### config.mk
export PLATFORM = sky130hd
export DESIGN_NAME = d_branch_sched_flat
export DESIGN_NICKNAME = d
export VERILOG_FILES = /design/src/rtl/d_branch_sched_if.sv /design/src/rtl/d_branch_sched.sv /design/src/flat_wrapper.sv
export SDC_FILE = /design/constraint.sdc
export NUM_CORES = 1
export LEC_CHECK = 0
export ABC_AREA = 1
export CAP_MARGIN = 0
export CORE_MARGIN = 4
export CORE_UTILIZATION = 39
export DETAILED_ROUTE_END_ITERATION = 10
export PLACE_DENSITY = 0.65
export SYNTH_ARGS = -nofsm -noshare
export SYNTH_HDL_FRONTEND = slang
export SYNTH_SLANG_ARGS = --single-unit
export TNS_END_PERCENT = 30
### constraint.sdc
create_clock -name clk -period 5.7 [get_ports clk]
set_input_delay 0.57 -clock clk [delete_from_list [all_inputs] [get_ports clk]]
set_output_delay 0.57 -clock clk [all_outputs]
set_load 0.01 [all_outputs]
### src/rtl/d_branch_sched_if.sv
// Decode-stage control-transfer bus between the pipeline D stage and the branch scheduler.
// The master is the pipeline side; the slave is the scheduler.
interface d_branch_sched_if;
  logic        D_valid;
  logic [2:0]  D_br_type;
  logic [31:0] D_PC;
  logic [15:0] D_imm16;
  logic [25:0] D_index;
  logic [31:0] D_RD1;
  logic [31:0] D_RD2;
  logic        D_rs_ready;
  logic        D_rt_ready;
  logic        D_hold;
  logic        D_stall;
  logic [1:0]  D_npc_sel;
  logic [31:0] D_npc;
  logic        D_taken;
  logic        D_link_we;
  logic        D_err;

  modport master (
    output D_valid, D_br_type, D_PC, D_imm16, D_index, D_RD1, D_RD2,
           D_rs_ready, D_rt_ready, D_hold,
    input  D_stall, D_npc_sel, D_npc, D_taken, D_link_we, D_err
  );

  modport slave (
    input  D_valid, D_br_type, D_PC, D_imm16, D_index, D_RD1, D_RD2,
           D_rs_ready, D_rt_ready, D_hold,
    output D_stall, D_npc_sel, D_npc, D_taken, D_link_we, D_err
  );
endinterface

### src/rtl/d_branch_sched.sv
// Decode-stage branch/jump scheduler: waits for forwarded operands, resolves the
// transfer, latches the decision while D is frozen, and counts taken/stall events.
module d_branch_sched #(
  parameter int WAIT_LIMIT = 3,
  parameter int CNT_W      = 16
) (
  input  logic             clk,
  input  logic             reset,
  d_branch_sched_if.slave  bus,
  output logic [CNT_W-1:0] taken_cnt,
  output logic [CNT_W-1:0] stall_cnt
);

  localparam int WCW = $clog2(WAIT_LIMIT + 2);
  localparam logic [WCW-1:0] WAIT_SAT = WCW'(WAIT_LIMIT + 1);

  localparam logic [2:0] BR_BEQ = 3'b001;
  localparam logic [2:0] BR_BNE = 3'b010;
  localparam logic [2:0] BR_BPJ = 3'b011;
  localparam logic [2:0] BR_JAL = 3'b100;
  localparam logic [2:0] BR_JR  = 3'b101;

  localparam logic [1:0] NPC_SEQ = 2'b00;
  localparam logic [1:0] NPC_BR  = 2'b01;
  localparam logic [1:0] NPC_J   = 2'b10;
  localparam logic [1:0] NPC_REG = 2'b11;

  typedef enum logic [1:0] {IDLE, WAIT, HELD} state_e;

  state_e           state_q, state_d;
  logic [WCW-1:0]   wait_cnt_q, wait_cnt_d;
  logic             err_q, err_d;
  logic [1:0]       held_sel_q, held_sel_d;
  logic [31:0]      held_npc_q, held_npc_d;
  logic             held_taken_q, held_taken_d;
  logic             held_link_q, held_link_d;
  logic [CNT_W-1:0] taken_cnt_q, taken_cnt_d;
  logic [CNT_W-1:0] stall_cnt_q, stall_cnt_d;

  logic [31:0] pc_plus4, br_target, j_target;
  logic        is_xfer, need_rs, need_rt, ready, cond;
  logic [1:0]  live_sel;
  logic [31:0] live_npc;
  logic        live_link;

  logic        stall_o, taken_o, link_o, resolve;
  logic [1:0]  sel_o;
  logic [31:0] npc_o;

  // Live decision for whatever instruction currently sits in D.
  always_comb begin
    pc_plus4  = bus.D_PC + 32'd4;
    br_target = pc_plus4 + {{14{bus.D_imm16[15]}}, bus.D_imm16, 2'b00};
    j_target  = {bus.D_PC[31:28], bus.D_index, 2'b00};
    is_xfer   = 1'b0;
    need_rs   = 1'b0;
    need_rt   = 1'b0;
    cond      = 1'b0;
    live_sel  = NPC_SEQ;
    live_link = 1'b0;
    case (bus.D_br_type)
      BR_BEQ: begin
        is_xfer = 1'b1; need_rs = 1'b1; need_rt = 1'b1;
        cond    = (bus.D_RD1 == bus.D_RD2);
        if (cond) live_sel = NPC_BR;
      end
      BR_BNE: begin
        is_xfer = 1'b1; need_rs = 1'b1; need_rt = 1'b1;
        cond    = (bus.D_RD1 != bus.D_RD2);
        if (cond) live_sel = NPC_BR;
      end
      BR_BPJ: begin
        is_xfer = 1'b1; need_rs = 1'b1;
        cond    = ~(^bus.D_RD1);
        if (cond) live_sel = NPC_BR;
        live_link = cond;
      end
      BR_JAL: begin
        is_xfer = 1'b1; cond = 1'b1; live_sel = NPC_J; live_link = 1'b1;
      end
      BR_JR: begin
        is_xfer = 1'b1; need_rs = 1'b1; cond = 1'b1; live_sel = NPC_REG;
      end
      default: ;
    endcase
    is_xfer = is_xfer & bus.D_valid;
    ready   = (~need_rs | bus.D_rs_ready) & (~need_rt | bus.D_rt_ready);
    case (live_sel)
      NPC_BR:  live_npc = br_target;
      NPC_J:   live_npc = j_target;
      NPC_REG: live_npc = bus.D_RD1;
      default: live_npc = pc_plus4;
    endcase
  end

  // Next-state and output selection; reset forces the quiet output set.
  always_comb begin
    state_d      = state_q;
    wait_cnt_d   = '0;
    err_d        = err_q;
    held_sel_d   = held_sel_q;
    held_npc_d   = held_npc_q;
    held_taken_d = held_taken_q;
    held_link_d  = held_link_q;
    stall_o      = 1'b0;
    sel_o        = NPC_SEQ;
    npc_o        = pc_plus4;
    taken_o      = 1'b0;
    link_o       = 1'b0;
    resolve      = 1'b0;
    unique case (state_q)
      IDLE, WAIT: begin
        state_d = IDLE;
        if (is_xfer) begin
          if (!ready) begin
            stall_o    = 1'b1;
            state_d    = WAIT;
            wait_cnt_d = (wait_cnt_q == WAIT_SAT) ? WAIT_SAT : wait_cnt_q + WCW'(1);
          end else begin
            resolve = 1'b1;
            sel_o   = live_sel;
            npc_o   = live_npc;
            taken_o = cond;
            link_o  = live_link;
            if (bus.D_hold) begin
              state_d      = HELD;
              held_sel_d   = live_sel;
              held_npc_d   = live_npc;
              held_taken_d = cond;
              held_link_d  = live_link;
            end
          end
        end
      end
      HELD: begin
        if (bus.D_valid) begin
          sel_o   = held_sel_q;
          npc_o   = held_npc_q;
          taken_o = held_taken_q;
          link_o  = held_link_q;
          if (!bus.D_hold) state_d = IDLE;
        end else begin
          state_d = IDLE;
        end
      end
      default: state_d = IDLE;
    endcase
    if (wait_cnt_d > WCW'(WAIT_LIMIT)) err_d = 1'b1;
    if (reset) begin
      stall_o = 1'b0;
      sel_o   = NPC_SEQ;
      npc_o   = pc_plus4;
      taken_o = 1'b0;
      link_o  = 1'b0;
      resolve = 1'b0;
    end
    taken_cnt_d = taken_cnt_q;
    if (resolve && cond && (taken_cnt_q != '1)) taken_cnt_d = taken_cnt_q + CNT_W'(1);
    stall_cnt_d = stall_cnt_q;
    if (stall_o && (stall_cnt_q != '1)) stall_cnt_d = stall_cnt_q + CNT_W'(1);
  end

  always_ff @(posedge clk) begin
    if (reset) begin
      state_q      <= IDLE;
      wait_cnt_q   <= '0;
      err_q        <= 1'b0;
      held_sel_q   <= NPC_SEQ;
      held_npc_q   <= '0;
      held_taken_q <= 1'b0;
      held_link_q  <= 1'b0;
      taken_cnt_q  <= '0;
      stall_cnt_q  <= '0;
    end else begin
      state_q      <= state_d;
      wait_cnt_q   <= wait_cnt_d;
      err_q        <= err_d;
      held_sel_q   <= held_sel_d;
      held_npc_q   <= held_npc_d;
      held_taken_q <= held_taken_d;
      held_link_q  <= held_link_d;
      taken_cnt_q  <= taken_cnt_d;
      stall_cnt_q  <= stall_cnt_d;
    end
  end

  assign bus.D_stall   = stall_o;
  assign bus.D_npc_sel = sel_o;
  assign bus.D_npc     = npc_o;
  assign bus.D_taken   = taken_o;
  assign bus.D_link_we = link_o;
  assign bus.D_err     = err_q;
  assign taken_cnt     = taken_cnt_q;
  assign stall_cnt     = stall_cnt_q;

endmodule

### src/flat_wrapper.sv
// flat-port wrapper written by rule: the top's interface ports become plain ports
module d_branch_sched_flat 
#(
  parameter int WAIT_LIMIT = 3,
  parameter int CNT_W      = 16
)
  (clk, reset, taken_cnt, stall_cnt, bus_D_valid, bus_D_br_type, bus_D_PC, bus_D_imm16, bus_D_index, bus_D_RD1, bus_D_RD2, bus_D_rs_ready, bus_D_rt_ready, bus_D_hold, bus_D_stall, bus_D_npc_sel, bus_D_npc, bus_D_taken, bus_D_link_we, bus_D_err);
  d_branch_sched_if bus_i ();
  input  logic clk;
  input  logic reset;
  output logic [CNT_W-1:0] taken_cnt;
  output logic [CNT_W-1:0] stall_cnt;
  input wire logic [$bits(bus_i.D_valid)-1:0] bus_D_valid;
  input wire logic [$bits(bus_i.D_br_type)-1:0] bus_D_br_type;
  input wire logic [$bits(bus_i.D_PC)-1:0] bus_D_PC;
  input wire logic [$bits(bus_i.D_imm16)-1:0] bus_D_imm16;
  input wire logic [$bits(bus_i.D_index)-1:0] bus_D_index;
  input wire logic [$bits(bus_i.D_RD1)-1:0] bus_D_RD1;
  input wire logic [$bits(bus_i.D_RD2)-1:0] bus_D_RD2;
  input wire logic [$bits(bus_i.D_rs_ready)-1:0] bus_D_rs_ready;
  input wire logic [$bits(bus_i.D_rt_ready)-1:0] bus_D_rt_ready;
  input wire logic [$bits(bus_i.D_hold)-1:0] bus_D_hold;
  output wire logic [$bits(bus_i.D_stall)-1:0] bus_D_stall;
  output wire logic [$bits(bus_i.D_npc_sel)-1:0] bus_D_npc_sel;
  output wire logic [$bits(bus_i.D_npc)-1:0] bus_D_npc;
  output wire logic [$bits(bus_i.D_taken)-1:0] bus_D_taken;
  output wire logic [$bits(bus_i.D_link_we)-1:0] bus_D_link_we;
  output wire logic [$bits(bus_i.D_err)-1:0] bus_D_err;
  assign bus_i.D_valid = bus_D_valid;
  assign bus_i.D_br_type = bus_D_br_type;
  assign bus_i.D_PC = bus_D_PC;
  assign bus_i.D_imm16 = bus_D_imm16;
  assign bus_i.D_index = bus_D_index;
  assign bus_i.D_RD1 = bus_D_RD1;
  assign bus_i.D_RD2 = bus_D_RD2;
  assign bus_i.D_rs_ready = bus_D_rs_ready;
  assign bus_i.D_rt_ready = bus_D_rt_ready;
  assign bus_i.D_hold = bus_D_hold;
  assign bus_D_stall = bus_i.D_stall;
  assign bus_D_npc_sel = bus_i.D_npc_sel;
  assign bus_D_npc = bus_i.D_npc;
  assign bus_D_taken = bus_i.D_taken;
  assign bus_D_link_we = bus_i.D_link_we;
  assign bus_D_err = bus_i.D_err;
  d_branch_sched #(.WAIT_LIMIT(WAIT_LIMIT), .CNT_W(CNT_W)) u_core (.clk(clk), .reset(reset), .bus(bus_i), .taken_cnt(taken_cnt), .stall_cnt(stall_cnt));
endmodule
==> results.py <==
metrics = {
    "outcome": {
        "status": "finished, final reports clean",
    },
    "sta": {
        "tightest_slew_ns": 0.921,
        "setup_violations": 0,
        "hold_slack_ns": 0.451,
        "fin_crit_sh_pct": 96.2,
        "drv_slew": 0,
        "max_freq_mhz": 182,
        "setup_ws_ns": 0.218,
        "fin_crit_ns": 5.48,
        "hold_violations": 0,
        "rsz0062_at_grt": "yes",
        "skew_ns": 0.0108,
        "slew-limit-headroom_pct": 38.6,
    },
    "placed_design": {
        "dpl.cell_count": 2034,
        "hpwl_mm": 26.7,
        "place_congestion": 0.954,
        "place.port_buffers": 216,
        "pre_cts_slack_ns": -0.0425,
    },
    "power_and_ir_drop": {
        "power_leakage_nw": 5.38,
        "ir_worst_vdd_mv": 0.131,
        "p_per_area_nw_per_um2": 168,
    },
    "hold_path": {
        "holdCritPathClass": "flip-flop to flip-flop",
    },
    "critical_path": {
        "cp_max_fo": 5,
        "cp.required_ns": 5.13,
        "end_kind": "primary output",
        "critPathKind": "primary input to primary output",
        "cp-start-kind": "primary input",
        "cp.arrival_ns": 4.91,
    },
    "die": {
        "initial_core_util_pct": 40.1,
        "dieHeight_um": 159,
        "pin_count": 217,
        "die-area_um2": 25200,
        "coreArea_um2": 22100,
        "die_w_um": 159,
        "row_count": 54,
    },
    "route": {
        "route.detailed.drc": 0,
        "routedWlPerCell_um": 16.2,
        "avgViaCountPerCell": 5.21,
        "route.antenna.remaining_nets": 0,
        "wl_mm": 33.2,
        "vias": 10700,
        "drtPass1Iterations": 5,
        "drt_iter0_markers": 816,
    },
    "layout": {
        "layout-drive-gt1-share_pct": 7.51,
        "layout_common_cells": "nand2_1, clkdlybuf4s50_1, inv_1",
        "antenna_cells": 0,
        "fin_nets": 1955,
        "final_common_cell": "nand2_1",
        "fin_cells": 2051,
        "area_growth_pct": 33.6,
    },
    "synthesis": {
        "yosys_warnings": 0,
        "ys_ff_latch": 74,
        "ys_types": 54,
        "synth_enable_flop_cells": 0,
        "ys.flop_type": "dfxtp_1",
        "synth_top_cell_area_share_pct": 22.8,
        "synth-async-reset-ratio_pct": 0,
        "syn_nets": 1738,
        "netlist_instances": 1549,
        "yosysTopAreaCell": "nand2_1",
        "netlist_top_cells_area": "nand2_1, dfxtp_1, o21ai_0",
        "synth_area_per_cell_um2": 5.73,
        "yosysSeqAreaShare_pct": 16.7,
        "netlist_area_um2": 8870,
    },
    "grt": {
        "first_global_vias": 9808,
        "antenna_found_initial": 0,
        "grt_max_degree": 90,
        "overflow": 0,
        "grt_pass1_wl_mm": 52.1,
        "grt.total_usage_pct": 25.1,
    },
    "clock_network": {
        "cts_tree": "built",
        "ctsHtreeMaxLevel": 3,
        "clkLatencyLatePin_ns": 0.35,
        "numCtsBuffers": 9,
        "clkSlewWorstSetupHoldPaths_ns": 0.07,
        "cts.sinks": 74,
        "max-clock-path-buffers": 2,
        "cts_root_buffer": "clkbuf_16",
    },
    "run": {
        "maxCapViolCount": 0,
    },
}
[timing repair]
action | 4_1_cts | 5_1_grt
pin swaps | 0 | 4
hold buffers | 0 | 0
buffers inserted | 0 | 1
endpoints found under the setup margin | 2 | 11
resized for setup | 1 | 30
[state kept, by name (all words and copies together) (netlist names)]
name	count
u_core.taken_cnt	16
u_core.wait_cnt_q	3
u_core.stall_cnt	16
u_core.state_q	2
u_core.held_link_q	1
u_core.held_taken_q	1
u_core.bus.D_err	1
u_core.held_npc_q	32
u_core.held_sel_q	2
[worst max-delay path, stage by stage]
cell and delay, ns:
clkdlybuf4s50_1 0.56, nand2_1 0.13, nor3_1 0.17, nand2_1 0.07, nor2_1 0.21, nand3_1 0.19, nor4_1 0.31, xor2_1 0.30
inv_1 0.13, ha_1 0.33, inv_1 0.07, buf_4 0.15, nor3_1 0.31, nand3_1 0.19, nand2_1 0.09, o21ai_0 0.08
o21ai_1 0.20, nand3_1 0.09, nand2_1 0.07, nand2_1 0.05, nand2_1 0.11, clkdlybuf4s50_1 0.54
[where the power goes]
| group | internal [W] | leakage, nW | total [W] | switching, W |
|---|---|---|---|---|
| Combinational | 0.000354 | 4.63 | 0.000844 | 0.000490 |
| Clock | 0.000348 | 0.153 | 0.000609 | 0.000261 |
| Sequential | 0.000533 | 0.600 | 0.000543 | 0.00000958 |
[metrics by stage]
| stage | power (W) | TNS [ns] | cell area, um2 | utilization (%) |
|---|---|---|---|---|
| after global routing | 0.00211 | -0.348 | 11900 | 53.6 |
| after global placement | 0.00138 | 0 | 11400 | 51.6 |
| after floorplan | 0.00104 | 0 | 8870 | - |
| final | 0.00200 | 0 | 11900 | 53.6 |
| after CTS | 0.00199 | 0 | 11700 | 53.0 |
| after detailed placement | 0.00138 | -0.0587 | 11400 | 51.6 |
[metal layers]
metal | vias up | wire length, um | global-route usage, %
met1 | 4793 | 14800 | 32.9
met2 | 330 | 15900 | 43.1
met5 | - | 0 | 0
met3 | 54 | 1610 | 3.71
li1 | 5499 | - | -
met4 | 0 | 909 | 7.34
[cell type report]
| class | instances | area [um2] |
|---|---|---|
| tap | 280 | 350 |
| clock buffer | 9 | 225 |
| multi-input combinational | 1254 | 6610 |
| timing repair buffer | 252 | 2440 |
| sequential | 74 | 1480 |
| fill | 2317 | 10200 |
| inverter | 175 | 659 |
| clock inverter | 7 | 85.1 |
[logic make-up (layout without fill, tap and decap cells)]
kind of cell             Yosys count  count (layout)  synth area share [%]
AO/OA/AOI/OAI                    312             312                  20.1
buffers and inverters            221             443                  10.1
adder cells (fa/ha/maj)           42              42                  6.01
XOR/XNOR                          79              79                  7.80
AND/OR/NAND/NOR                  821             821                  39.3
flip-flops                        74              74                  16.7
[cells in the mapped netlist, types with 4 or more instances]
library cell / n
nor3_1: 20
a31oi_1: 4
buf_6: 6
a21o_1: 6
nand2_1: 538
xor2_1: 40
xnor2_1: 39
nor4_1: 9
a211oi_1: 4
inv_2: 21
buf_2: 8
o21ai_1: 13
nor3_2: 4
nand2_2: 5
ha_1: 41
o21ai_0: 124
o211ai_1: 10
inv_1: 151
a22oi_1: 17
dfxtp_1: 74
nand3_1: 72
nor2_2: 10
clkbuf_1: 26
o21a_1: 4
a21oi_1: 97
nand4_1: 20
a221oi_1: 13
nor2_1: 119
o21bai_1: 10
[path summary, 6_finish.rpt]
check,startpoint,end,slack [ns],cells past startpoint
worst max register to register,u_core.state_q[1],u_core.held_npc_q[27],3.24,6
worst min-delay path,u_core.wait_cnt_q[0],u_core.wait_cnt_q[0],0.45,1
worst min register to register,u_core.wait_cnt_q[0],u_core.wait_cnt_q[0],0.45,1
worst max-delay path,bus_D_PC[9],bus_D_npc[30],0.22,22
Power figures use the tool's default switching activity.
